--- config.mk ---
export PLATFORM = sky130hd
export DESIGN_NAME = instr_fetch
export DESIGN_NICKNAME = d
export VERILOG_FILES = /design/src/rtl/instr_fetch.sv
export SDC_FILE = /design/constraint.sdc
export NUM_CORES = 1
export LEC_CHECK = 0
export ABC_AREA = 0
export BUFFER_PORTS_ARGS = -buffer_cell sky130_fd_sc_hd__buf_2
export CAP_MARGIN = 10
export CORE_MARGIN = 4
export CORE_UTILIZATION = 52
export CTS_CLUSTER_DIAMETER = 30
export DETAILED_ROUTE_END_ITERATION = 6
export GPL_TIMING_DRIVEN = 1
export HOLD_SLACK_MARGIN = 0.12
export PLACE_DENSITY = 0.79
export SKIP_CTS_REPAIR_TIMING = 1
export SYNTH_ARGS = -nofsm -noshare
export SYNTH_HDL_FRONTEND = slang
export SYNTH_SLANG_ARGS = --single-unit
--- constraint.sdc ---
create_clock -name clk -period 2.4 [get_ports clk]
set_input_delay 0.12 -clock clk [delete_from_list [all_inputs] [get_ports clk]]
set_output_delay 0.12 -clock clk [all_outputs]
set_load 0.02 [all_outputs]
--- src/rtl/instr_fetch.sv ---
// Fetch stage: reads a 16-bit instruction as two byte reads from program flash
// and presents it to the decoder under a valid/ready handshake.
module instr_fetch #(
  parameter int          ADDR_WIDTH     = 12,
  parameter int          TIMEOUT_CYCLES = 16,
  parameter logic [15:0] NOP_WORD       = 16'h0000
) (
  input  logic                  clk,
  input  logic                  arst,
  input  logic [ADDR_WIDTH-1:0] pc_in,
  input  logic                  pc_valid,
  input  logic                  bootstrapping,
  output logic                  flash_ready,
  input  logic                  flush,
  output logic                  flash_req,
  output logic [ADDR_WIDTH:0]   flash_addr,
  input  logic [7:0]            flash_rdata,
  input  logic                  flash_ack,
  output logic [15:0]           instr,
  output logic [ADDR_WIDTH-1:0] instr_pc,
  output logic                  instr_boot,
  output logic                  instr_valid,
  input  logic                  instr_ready,
  output logic                  fetch_err
);

  typedef enum logic [1:0] {
    IDLE  = 2'd0,
    RD_LO = 2'd1,
    RD_HI = 2'd2,
    HOLD  = 2'd3
  } state_t;

  localparam logic [7:0] CNT_LAST = 8'(TIMEOUT_CYCLES - 1);

  state_t                state_r, state_s;
  logic [7:0]            cnt_r, cnt_s;
  logic                  discard_r, discard_s;
  logic                  req_s;
  logic [ADDR_WIDTH:0]   addr_s;
  logic [15:0]           instr_s;
  logic [ADDR_WIDTH-1:0] pc_s;
  logic                  boot_s;
  logic                  valid_s;
  logic                  err_s;
  logic                  drop_s;
  logic                  expired_s;

  assign flash_ready = (state_r == IDLE);

  // Next-state and next-output logic for the fetch sequencer.
  always_comb begin
    state_s   = state_r;
    cnt_s     = cnt_r;
    discard_s = discard_r;
    req_s     = flash_req;
    addr_s    = flash_addr;
    instr_s   = instr;
    pc_s      = instr_pc;
    boot_s    = instr_boot;
    valid_s   = instr_valid;
    err_s     = fetch_err;
    // A flush landing on the completing cycle still discards the fetch.
    drop_s    = discard_r | flush;
    expired_s = (cnt_r == CNT_LAST);
    case (state_r)
      IDLE: begin
        if (pc_valid) begin
          pc_s      = pc_in;
          boot_s    = bootstrapping;
          req_s     = 1'b1;
          addr_s    = {pc_in, 1'b0};
          cnt_s     = 8'd0;
          discard_s = 1'b0;
          state_s   = RD_LO;
        end else begin
          state_s = IDLE;
        end
      end
      RD_LO: begin
        if (flash_ack) begin
          instr_s[7:0] = flash_rdata;
          if (drop_s) begin
            req_s     = 1'b0;
            discard_s = 1'b0;
            state_s   = IDLE;
          end else begin
            addr_s  = {instr_pc, 1'b1};
            cnt_s   = 8'd0;
            state_s = RD_HI;
          end
        end else if (expired_s) begin
          req_s     = 1'b0;
          discard_s = 1'b0;
          if (drop_s) begin
            state_s = IDLE;
          end else begin
            instr_s = NOP_WORD;
            err_s   = 1'b1;
            valid_s = 1'b1;
            state_s = HOLD;
          end
        end else begin
          cnt_s     = cnt_r + 8'd1;
          discard_s = drop_s;
        end
      end
      RD_HI: begin
        if (flash_ack) begin
          instr_s[15:8] = flash_rdata;
          req_s         = 1'b0;
          discard_s     = 1'b0;
          if (drop_s) begin
            state_s = IDLE;
          end else begin
            valid_s = 1'b1;
            state_s = HOLD;
          end
        end else if (expired_s) begin
          req_s     = 1'b0;
          discard_s = 1'b0;
          if (drop_s) begin
            state_s = IDLE;
          end else begin
            instr_s = NOP_WORD;
            err_s   = 1'b1;
            valid_s = 1'b1;
            state_s = HOLD;
          end
        end else begin
          cnt_s     = cnt_r + 8'd1;
          discard_s = drop_s;
        end
      end
      HOLD: begin
        if (flush || (instr_valid && instr_ready)) begin
          valid_s = 1'b0;
          err_s   = 1'b0;
          state_s = IDLE;
        end else begin
          state_s = HOLD;
        end
      end
      default: begin
        state_s   = IDLE;
        req_s     = 1'b0;
        valid_s   = 1'b0;
        err_s     = 1'b0;
        discard_s = 1'b0;
        cnt_s     = 8'd0;
      end
    endcase
  end

  // State and output registers.
  always_ff @(posedge clk or posedge arst) begin
    if (arst) begin
      state_r     <= IDLE;
      cnt_r       <= 8'd0;
      discard_r   <= 1'b0;
      flash_req   <= 1'b0;
      flash_addr  <= '0;
      instr       <= 16'h0000;
      instr_pc    <= '0;
      instr_boot  <= 1'b0;
      instr_valid <= 1'b0;
      fetch_err   <= 1'b0;
    end else begin
      state_r     <= state_s;
      cnt_r       <= cnt_s;
      discard_r   <= discard_s;
      flash_req   <= req_s;
      flash_addr  <= addr_s;
      instr       <= instr_s;
      instr_pc    <= pc_s;
      instr_boot  <= boot_s;
      instr_valid <= valid_s;
      fetch_err   <= err_s;
    end
  end

endmodule

# Yosys cells after proc, flatten, opt, wreduce, memory -nomap -nowiden
# Cells that the tools add are included.
# classes
n_addsub,1
mul,0
div_mod_pow,0
magnitude_cmp,0
n_eq_ne,15
shift,0
muxes,46
bitwise_logic,1
reduce_logical,17
# ops
cell,count
$mux 8,9
$mux 13,3
$mux 16,2
$pmux 16 s2,1
$pmux 13 s2,1
$pmux 8 s3,1
$mux 1,18
$ne 2x2->1 const B,8
$mux 2,6
$pmux 1 s3,3
$add 8x1->8 const B,1
$eq 8x4->1 const B,1
$pmux 2 s4,1
$reduce_and 4->1,2
$ne 3x3->1 const B,2
$reduce_and 2->1,3
$reduce_and 3->1,2
$reduce_bool 2->1,3
$reduce_bool 3->1,2
$reduce_and 5->1,1
$eq 2x2->1 const B,2
$eq 2x1->1 const B,1
$logic_not 2->1,1
$ne 2x1->1 const B,1
other kinds (5),5
# totals
ff_bits,56
latch_bits,0
ramBits,0
rom_bits,0
in_bits,27
output_inout_bits,46
wordCells,91
mem_count,0

# Longest topological paths before layout
# Gate-level depths: netlist of run 1.
# logic_depth
ltp_word,5
ltp_mapped,8

# Worst setup path after synthesis of run 1
# No wires, ideal clock.
# synth_path
kind,register to register
start,register state_r[0]
end,register cnt_r[4]
setup_time_ns,0.125
t_arrival_ns,1.775
required_ns,2.275
setup_slack_ns,0.501
path_stages_with_launch,8
path_buffers,1
cell_sequence,dfrtp_1 inv_1 ha_1 nand2b_1 o2111a_1 buf_2 nor4b_2 mux2_2
# synth_via
elab_chain_len,3
word_cells_on_any_way,9
# synth_lines
item,line,rtl
from (decl),36,"state_t state_r, state_s;"
from (signal assigned),169,state_r <= state_s;
$logic_not 2->1 *,-,
named net flash_ready,13,"output logic flash_ready,"
$ne 2x2->1 (no source line) / $reduce_bool 3->1 (equally long branches),-,
$reduce_and 4->1 (no source line),-,
to (signal assigned),170,cnt_r <= cnt_s;
to (decl),37,"logic [7:0] cnt_r, cnt_s;"
# The timed path passes the listed nets; every way through them passes the cells marked *.
# A chain may end at the register's enable or synchronous reset.

# Worst setup path in the final report of run 1
# layout_path
start,register state_r[0]
end,register cnt_r[0]
# layout_via
elab_chain_len,3
word_cells_on_any_way,9
# layout_lines
item,line,rtl
$eq 2x1->1 (tied with other cells),66,case (state_r)
$ne 3x3->1 (no source line) (tied with other cells),-,
$reduce_and 4->1 (no source line),-,
# Parallel ways exist; a longest one is shown, timed or not.

==> results.json, run 1 <==
{
  "clock_tree_from_tritoncts": "done",
  "start_kind": "register",
  "fin_crit_sh_pct": 88.6,
  "synth-edff-count": 0,
  "routed-via-count": 2305,
  "grt_pass1_wl_microns": 10100,
  "first_global_vias": 2126,
  "finalPower_w": 0.00446,
  "flop_and_latch_count_out_of_synthesis": 56,
  "die_h_microns": 80.9,
  "syn-cell-area_sq_mm": 0.00276,
  "cts-buffers-inserted": 5,
  "synthesis.area_per_instance_sq_um": 10.7,
  "first_iter_violations": 197,
  "num_rows": 26,
  "synth_flop_cell": "dfrtp_1",
  "cp_data_arrival_time_ps": 2320,
  "critPathCaptureType": "register",
  "async_set_or_reset_register_ratio_after_synthesis_pct": 100,
  "final_layout_size_suffix_gt1_share_pct": 33.2,
  "port_buffers": 72,
  "grt_start_max_net_pins": 25,
  "p_leak_nw": 1.71,
  "timing.setup.critical_path_class": "register to register",
  "cts.root.buffer_cell": "clkbuf_8",
  "tns_ps": 0,
  "crit_required_ps": 2590,
  "fin_skew_ps": 16.5,
  "run_status": "finished clean",
  "start_util_pct": 53.7,
  "post-dp-hpwl_microns": 4600,
  "tmin_final_ps": 2130,
  "routedLengthMet1_microns": 2840,
  "synth.distinct_cells": 49,
  "layout.cells.most_common_list": "buf_2, dfrtp_1, nand2_1, o21ai_0, dlygate4sd3_1",
  "routed_wire_length_per_instance_microns": 15.4,
  "synth-seq-area-share_pct": 50.7,
  "syn_to_final_growth_pct": 27.5,
  "ctsHtreeMaxLevel": 2,
  "drcViolationCount": 0,
  "irDropWorstVdd_v": 0.000920,
  "replace_congestion": 0.834,
  "viasPerCell": 5.42,
  "design.final.nets": 387,
  "core_area_sq_mm": 0.00514,
  "firstDrtPassIters": 4,
  "timing.max_cap.violations": 0,
  "insertion_delay_ps": 310,
  "drt.antenna.violating_nets": 0,
  "timing.final.ws_setup_ps": 273,
  "antenna-diode-count": 0,
  "routed_wl_microns": 6540,
  "dieArea_sq_mm": 0.00654,
  "die_w_microns": 80.9,
  "clock_sink_count": 56,
  "wl_met2_microns": 3160,
  "clock_path_buffers": 2,
  "pre_cts_slack_ps": 358,
  "globalRoute.totalOverflow": 0,
  "synth.yosys.warnings": 0,
  "fmax_mhz": 470,
  "power.density_cell_area_mw_per_mm2": 1270,
  "synth_top_area_share_pct": 50.7,
  "fin_hold_ws_ps": 165,
  "syn-instance-count": 259,
  "post-synth-top-area-cell": "dfrtp_1",
  "total_nets_after_synthesis": 292,
  "post_synth_main_area_contributors": "dfrtp_1, mux2_2, nand2_1, o21ai_0, mux2i_1",
  "clk_transition_reported_paths_ps": 110,
  "rsz0062_at_grt": "no",
  "grt_usage_pct": 19.8,
  "setup_viol": 0,
  "max_used_layer": "met4",
  "finalHoldViolCount": 0,
  "mostFrequentLayoutCell": "buf_2",
  "drv_slew": 0,
  "worst-slew-pin-transition_ps": 807,
  "hp_class": "input port to register",
  "critical_path.max_fanout": 11,
  "grt_antenna_before_repair": 0,
  "slew_headroom_pct": 46.0,
  "boundaryPins": 73,
  "met3RoutedLength_microns": 460
}
## report_power, final
group          switching, W  internal (W)  total (W)
Combinational       0.00136      0.000847    0.00220
Clock              0.000310      0.000342   0.000652
Sequential         0.000271       0.00134    0.00161
## kinds of logic (layout without fill, tap and decap cells)
| family | count (synthesis) | after routing | share of synthesized area (%) |
|---|---|---|---|
| simple gates | 82 | 82 | 16.4 |
| compound gates | 71 | 71 | 16.7 |
| flops | 56 | 56 | 50.7 |
| mux | 27 | 27 | 10.5 |
| buf+inv | 17 | 113 | 2.99 |
| fa+ha+maj | 6 | 6 | 2.72 |
## routing by layer
metal	track usage, %	up-vias
met5	0	-
met2	32.9	102
met1	26.5	1068
met4	5.74	0
met3	3.55	8
li1	-	1127
## cells in the mapped netlist (4+ instances only)
cell type / n
dfrtp_1: 56
nand2_1: 43
o21ai_0: 27
mux2_2: 15
mux2i_1: 12
a21oi_1: 10
a22o_1: 10
nor2_1: 9
a22oi_1: 7
inv_1: 7
buf_2: 6
ha_1: 6
nor2b_1: 6
a31oi_1: 4
## state kept, by name, indices dropped and copies added, names as in the netlist
register,cells
instr_boot,1
state_r,2
discard_r,1
instr_valid,1
flash_addr,13
cnt_r,8
instr,16
fetch_err,1
instr_pc,12
flash_req,1
## final timing paths
| path | startpoint | to | slack (ps) | cells past startpoint |
|---|---|---|---|---|
| min in group asynchronous | arst | flash_addr[0]$_DFFE_PP0P_ | 320 | 3 |
| hold / removal | flush | discard_r$_DFFE_PP0P_ | 170 | 3 |
| setup / recovery | state_r[0]$_DFF_PP0_ | cnt_r[0]$_DFFE_PP0P_ | 270 | 6 |
| max in group asynchronous | arst | cnt_r[0]$_DFFE_PP0P_ | 1460 | 4 |
| hold reg to reg | flash_addr[12]$_DFFE_PP0P_ | flash_addr[12]$_DFFE_PP0P_ | 480 | 2 |
| setup reg to reg | state_r[0]$_DFF_PP0_ | cnt_r[0]$_DFFE_PP0P_ | 270 | 6 |
## per-stage QoR
step	util (%)	area (sq um)	instances
after floorplan	-	2760	259
after global placement	62.1	3190	396
after detailed placement	62.1	3190	396
after CTS	64.5	3310	404
after global routing	68.5	3520	425
final	68.5	3520	425
## cell type report
class	count	area, sq um
Clock buffer	6	82.6
Clock inverter	2	38.8
Fill cell	415	1620
Inverter	7	26.3
Multi-Input combinational cell	186	1280
Sequential cell	56	1400
Tap cell	70	87.6
Timing Repair Buffer	98	608
## worst max-delay path: stages, from the launching register on
cell and delay (ps):
dfrtp_1 450, inv_1 100, ha_1 320, nand2b_1 220
o2111a_1 420, o21ai_0 200, mux2_2 290
Power figures use the tool's default switching activity.
==> inputs of run 2 (changes only) <==
- GPL_TIMING_DRIVEN: 1 -> 0
==> results.json, run 2 (synthesis results as in run 1) <==
{
  "firstDrtPassIters": 4,
  "worstHoldStart": "flush",
  "grt_usage_pct": 19.9,
  "clk_transition_reported_paths_ps": 90,
  "worstReg2RegStart": "state_r[0]$_DFF_PP0_",
  "switching_share_pct": 44.5,
  "hp_class": "input port to register",
  "worst-slew-pin-transition_ps": 712,
  "cts.root.buffer_cell": "clkbuf_8",
  "clock_power_share_pct": 11.6,
  "largest-register": "instr",
  "first_iter_violations": 119,
  "fin_crit_sh_pct": 86.7,
  "insertion_delay_ps": 310,
  "boundaryPins": 73,
  "final_layout_size_suffix_gt1_share_pct": 33.3,
  "cp_data_arrival_time_ps": 2280,
  "clock_tree_from_tritoncts": "done",
  "layout.cells.most_common_list": "buf_2, dfrtp_1, nand2_1, o21ai_0, dlygate4sd3_1",
  "critPathCaptureType": "register",
  "tns_ps": 0,
  "die_w_microns": 80.9,
  "finalHoldViolCount": 0,
  "grt_antenna_before_repair": 0,
  "slew_headroom_pct": 52.5,
  "share_seq_of_total_power_pct": 37.0,
  "ctsHtreeMaxLevel": 2,
  "design.final.nets": 393,
  "start_kind": "register",
  "grt_pass1_wl_microns": 10200,
  "final_cell_count_no_fill": 430,
  "num_rows": 26,
  "cp_num_buf_inv": 2,
  "globalRoute.totalOverflow": 0,
  "replace_congestion": 0.838,
  "irDropWorstVdd_v": 0.000749,
  "routed_wire_length_per_instance_microns": 15.2,
  "setup_viol": 0,
  "design_area_sq_mm": 0.00352,
  "cp-startpoint": "state_r[0]$_DFF_PP0_",
  "crit_required_ps": 2600,
  "viasPerCell": 5.47,
  "routed-via-count": 2350,
  "post-dp-hpwl_microns": 4660,
  "placement.cell_area_sq_mm": 0.00323,
  "cp_top_family": "flip-flops",
  "dieArea_sq_mm": 0.00654,
  "cts-buffers-inserted": 5,
  "drv_slew": 0,
  "clock_sink_count": 56,
  "first_global_vias": 2191,
  "biggestRegsByFlops": "instr: 16 flops, flash_addr: 13 flops, instr_pc: 12 flops",
  "pre_cts_slack_ps": 349,
  "fin_skew_ps": 8.71,
  "timing.final.ws_setup_ps": 320,
  "clock_path_buffers": 2,
  "post-route-util_pct": 68.5,
  "start_util_pct": 53.7,
  "rsz0062_at_grt": "no",
  "port_buffers": 72,
  "pwr-share-comb_pct": 51.4,
  "drcViolationCount": 0,
  "grt_start_max_net_pins": 34,
  "place.detailed.instances": 402,
  "mostFrequentLayoutCell": "buf_2",
  "antenna-diode-count": 0,
  "run_status": "finished clean",
  "crit_path_max_incr_delay_ps": 450,
  "nFillCells": 416,
  "tmin_final_ps": 2080,
  "die_h_microns": 80.9,
  "fmax_mhz": 481,
  "timing.setup.critical_path_class": "register to register",
  "netSwitchingPower_w": 0.00194,
  "crit_path_cell_chain": "inv_1 > ha_1 > nand2b_1 > o2111a_1 > buf_2 > nor4b_2 > mux2_2",
  "core_area_sq_mm": 0.00514,
  "syn_to_final_growth_pct": 27.5,
  "timing.critical_path.slowest_stage_cell": "dfrtp_1",
  "drt.antenna.violating_nets": 0,
  "timing.max_cap.violations": 0,
  "largest_reg_flops": 16,
  "p_leak_nw": 1.71,
  "critical_path.max_fanout": 10,
  "power.density_cell_area_mw_per_mm2": 1240,
  "internal_power_consumption_w": 0.00242,
  "routed_wl_microns": 6550
}
==> run 2: through the flow <==
stage	hold WS (ps)	total power (W)
2_1_floorplan	237	0.00314
3_3_place_gp	349	0.00377
3_5_place_dp	189	0.00384
4_1_cts	-156	0.00435
5_1_grt	177	0.00468
6_report	166	0.00436
==> run 2: layer usage <==
metal / wire [microns] / share of wire [%] / vias to the layer above / track usage, %
met3: 461 / 7.0 / 9 / 5.43
met1: 2760 / 42 / 1135 / 24.4
met2: 3250 / 50 / 69 / 34.8
li1: - / - / 1137 / -
met5: 0 / 0 / - / 0
met4: 84 / 1.3 / 0 / 4.56
==> run 2: power by group through the flow <==
stage / sequential (W) / clock (W) / combinational, W
floorplan: 0.00204 / 0 / 0.00110
global placement: 0.00159 / 0 / 0.00218
detailed placement: 0.00162 / 0 / 0.00223
CTS: 0.00160 / 0.000517 / 0.00223
global route: 0.00166 / 0.000555 / 0.00247
finish: 0.00161 / 0.000506 / 0.00224
==> run 2: worst paths after layout <==
| path | to | cells after the start | slack (ps) |
|---|---|---|---|
| max | cnt_r[4]$_DFFE_PP0P_ | 7 | 320 |
| min | discard_r$_DFFE_PP0P_ | 3 | 170 |
| max reg2reg | cnt_r[4]$_DFFE_PP0P_ | 7 | 320 |
| min reg2reg | flash_addr[12]$_DFFE_PP0P_ | 2 | 490 |
| max in group asynchronous | state_r[0]$_DFF_PP0_ | 4 | 1470 |
| min in group asynchronous | flash_addr[0]$_DFFE_PP0P_ | 3 | 380 |
==> run 2: worst min-delay path: cells and delay by family <==
| family | cells | cell delay [ps] |
|---|---|---|
| buffers and inverters | 1 | 140 |
| AOI/OAI and AO/OA | 2 | 180 |
==> run 2: final cells by class <==
cell class / instances / area (sq um) / area share [%]
Tap cell: 70 / 87.6 / 2.49
Multi-Input combinational cell: 186 / 1280 / 36.3
Clock inverter: 1 / 8.76 / 0.249
Buffer: 10 / 56.3 / 1.60
Inverter: 7 / 26.3 / 0.746
Sequential cell: 56 / 1400 / 39.8
Clock buffer: 6 / 72.6 / 2.06
Timing Repair Buffer: 94 / 591 / 16.8
==> inputs of run 3 (changes only) <==
- clock period: 2.4 -> 1.98 ns (I/O delays scaled with it)
==> results.json, run 3 (synthesis results as in run 1) <==
{
  "antenna-diode-count": 0,
  "grt_pass1_wl_microns": 10200,
  "cts.root.buffer_cell": "clkbuf_8",
  "viasPerCell": 5.47,
  "layout.cells.most_common_list": "buf_2, dfrtp_1, nand2_1, o21ai_0, dlygate4sd3_1",
  "ctsHtreeMaxLevel": 2,
  "syn_to_final_growth_pct": 29.1,
  "nFillCells": 410,
  "design.final.nets": 394,
  "timing.max_cap.violations": 0,
  "replace_congestion": 0.838,
  "rsz0062_at_grt": "yes",
  "finalHoldViolCount": 0,
  "setup_viol": 1,
  "worst-r2r-setup-slack_ps": -8,
  "clock_tree_from_tritoncts": "done",
  "worstReg2RegStart": "state_r[1]$_DFF_PP0_",
  "cp_data_arrival_time_ps": 2190,
  "critical_path.max_fanout": 10,
  "core_area_sq_mm": 0.00514,
  "firstDrtPassIters": 4,
  "port_buffers": 72,
  "boundaryPins": 73,
  "routed-via-count": 2356,
  "fin_hold_ws_ps": 146,
  "irDropWorstVdd_v": 0.000906,
  "drcViolationCount": 0,
  "mostFrequentLayoutCell": "buf_2",
  "final_layout_size_suffix_gt1_share_pct": 34.9,
  "biggestRegsByFlops": "instr: 16 flops, flash_addr: 13 flops, instr_pc: 12 flops",
  "timing.critical_path.to": "cnt_r[4]$_DFFE_PP0P_",
  "drv_slew": 0,
  "hp_class": "input port to register",
  "die_h_microns": 80.9,
  "grt-busiest-layer": "met2",
  "routed_wl_microns": 6700,
  "crit_required_ps": 2180,
  "grt.met2_usage_pct": 34.8,
  "largest_reg_flops": 16,
  "timing.rr.end": "cnt_r[4]$_DFFE_PP0P_",
  "clock_path_buffers": 2,
  "die_w_microns": 80.9,
  "multi_input_comb_area_sq_mm": 0.00131,
  "critPathCaptureType": "register",
  "first_global_vias": 2191,
  "cts-buffers-inserted": 5,
  "grt_start_max_net_pins": 34,
  "insertion_delay_ps": 310,
  "clk_transition_reported_paths_ps": 90,
  "first_iter_violations": 124,
  "fin_crit_sh_pct": 100,
  "start_kind": "register",
  "post-dp-hpwl_microns": 4660,
  "fmax_mhz": 503,
  "timing.setup.critical_path_class": "register to register",
  "violations": "negative setup slack",
  "dieArea_sq_mm": 0.00654,
  "grt_usage_pct": 19.9,
  "tmin_final_ps": 1990,
  "run_status": "finished, violations left",
  "routed_wire_length_per_instance_microns": 15.5,
  "global_route.usage.met1_pct": 24.4,
  "power.density_cell_area_mw_per_mm2": 1500,
  "clock_sink_count": 56,
  "grt_antenna_before_repair": 0,
  "cp-startpoint": "state_r[1]$_DFF_PP0_",
  "globalRoute.totalOverflow": 0,
  "pre_cts_slack_ps": -70.7,
  "num_rows": 26,
  "slew_headroom_pct": 52.9,
  "largest-register": "instr",
  "worst-r2r-cell-count": 7,
  "fin_skew_ps": 8.89,
  "p_leak_nw": 1.72,
  "grt.met3_usage_pct": 5.43,
  "final-seq-area_sq_mm": 0.00140,
  "start_util_pct": 53.7,
  "drt.antenna.violating_nets": 0,
  "timing.final.ws_setup_ps": -8.13,
  "worst-slew-pin-transition_ps": 707
}
==> run 3: layer usage <==
metal / vias to the layer above / wire [microns] / part of all wire [%]
li1: 1140 / - / -
met1: 1134 / 2820 / 42
met2: 72 / 3330 / 50
met3: 10 / 471 / 7.0
met4: 0 / 85 / 1.3
met5: - / 0 / 0
==> run 3: per-stage QoR <==
stage | area (sq um) | TNS [ps] | std cells | util, % | total power, W
floorplan | 2760 | 0 | 259 | - | 0.00380
global placement | 3210 | -9720 | 401 | 62.5 | 0.00457
detailed placement | 3230 | -94.2 | 402 | 62.9 | 0.00466
CTS | 3310 | -157 | 409 | 64.4 | 0.00527
global route | 3570 | -224 | 431 | 69.4 | 0.00575
finish | 3570 | -8.13 | 431 | 69.4 | 0.00536
==> run 3: how the worst min path moves through the flow <==
stage | start | endpoint | slack (ps) | depth (start not counted)
3_3_place_gp | flash_rdata[2] | instr[2]$_DFFE_PP0P_ | 330 | 3
2_1_floorplan | flash_rdata[0] | instr[0]$_DFFE_PP0P_ | 220 | 2
6_report | flush | discard_r$_DFFE_PP0P_ | 150 | 3
3_5_place_dp | arst | instr[9]$_DFFE_PP0P_ | 170 | 2
4_1_cts | arst | instr[9]$_DFFE_PP0P_ | -180 | 2
5_1_grt | flash_rdata[7] | instr[15]$_DFFE_PP0P_ | 160 | 3
==> run 3: report_power, final <==
part	internal, W	switching (W)	leakage [nW]
sequential	0.00163	0.000330	0.685
clock	0.000249	0.000362	0.0417
combinational	0.00111	0.00169	0.996
==> run 3: area by class of cell <==
cell class                      instances  share of cell area (%)
Inverter                                7                   0.737
Clock buffer                            6                    2.03
Sequential cell                        56                    39.3
Buffer                                  9                    1.54
Multi-Input combinational cell        186                    36.7
Clock inverter                          1                   0.246
Timing Repair Buffer                   96                    17.0
Tap cell                               70                    2.46
==> run 3: worst max-delay path: stages, from the launching register on <==
cell and delay (ps):
dfrtp_1 440, inv_1 120, ha_2 310, nand2b_1 190, o2111a_1 200, clkbuf_4 180, nor4b_2 170, mux2_2 270
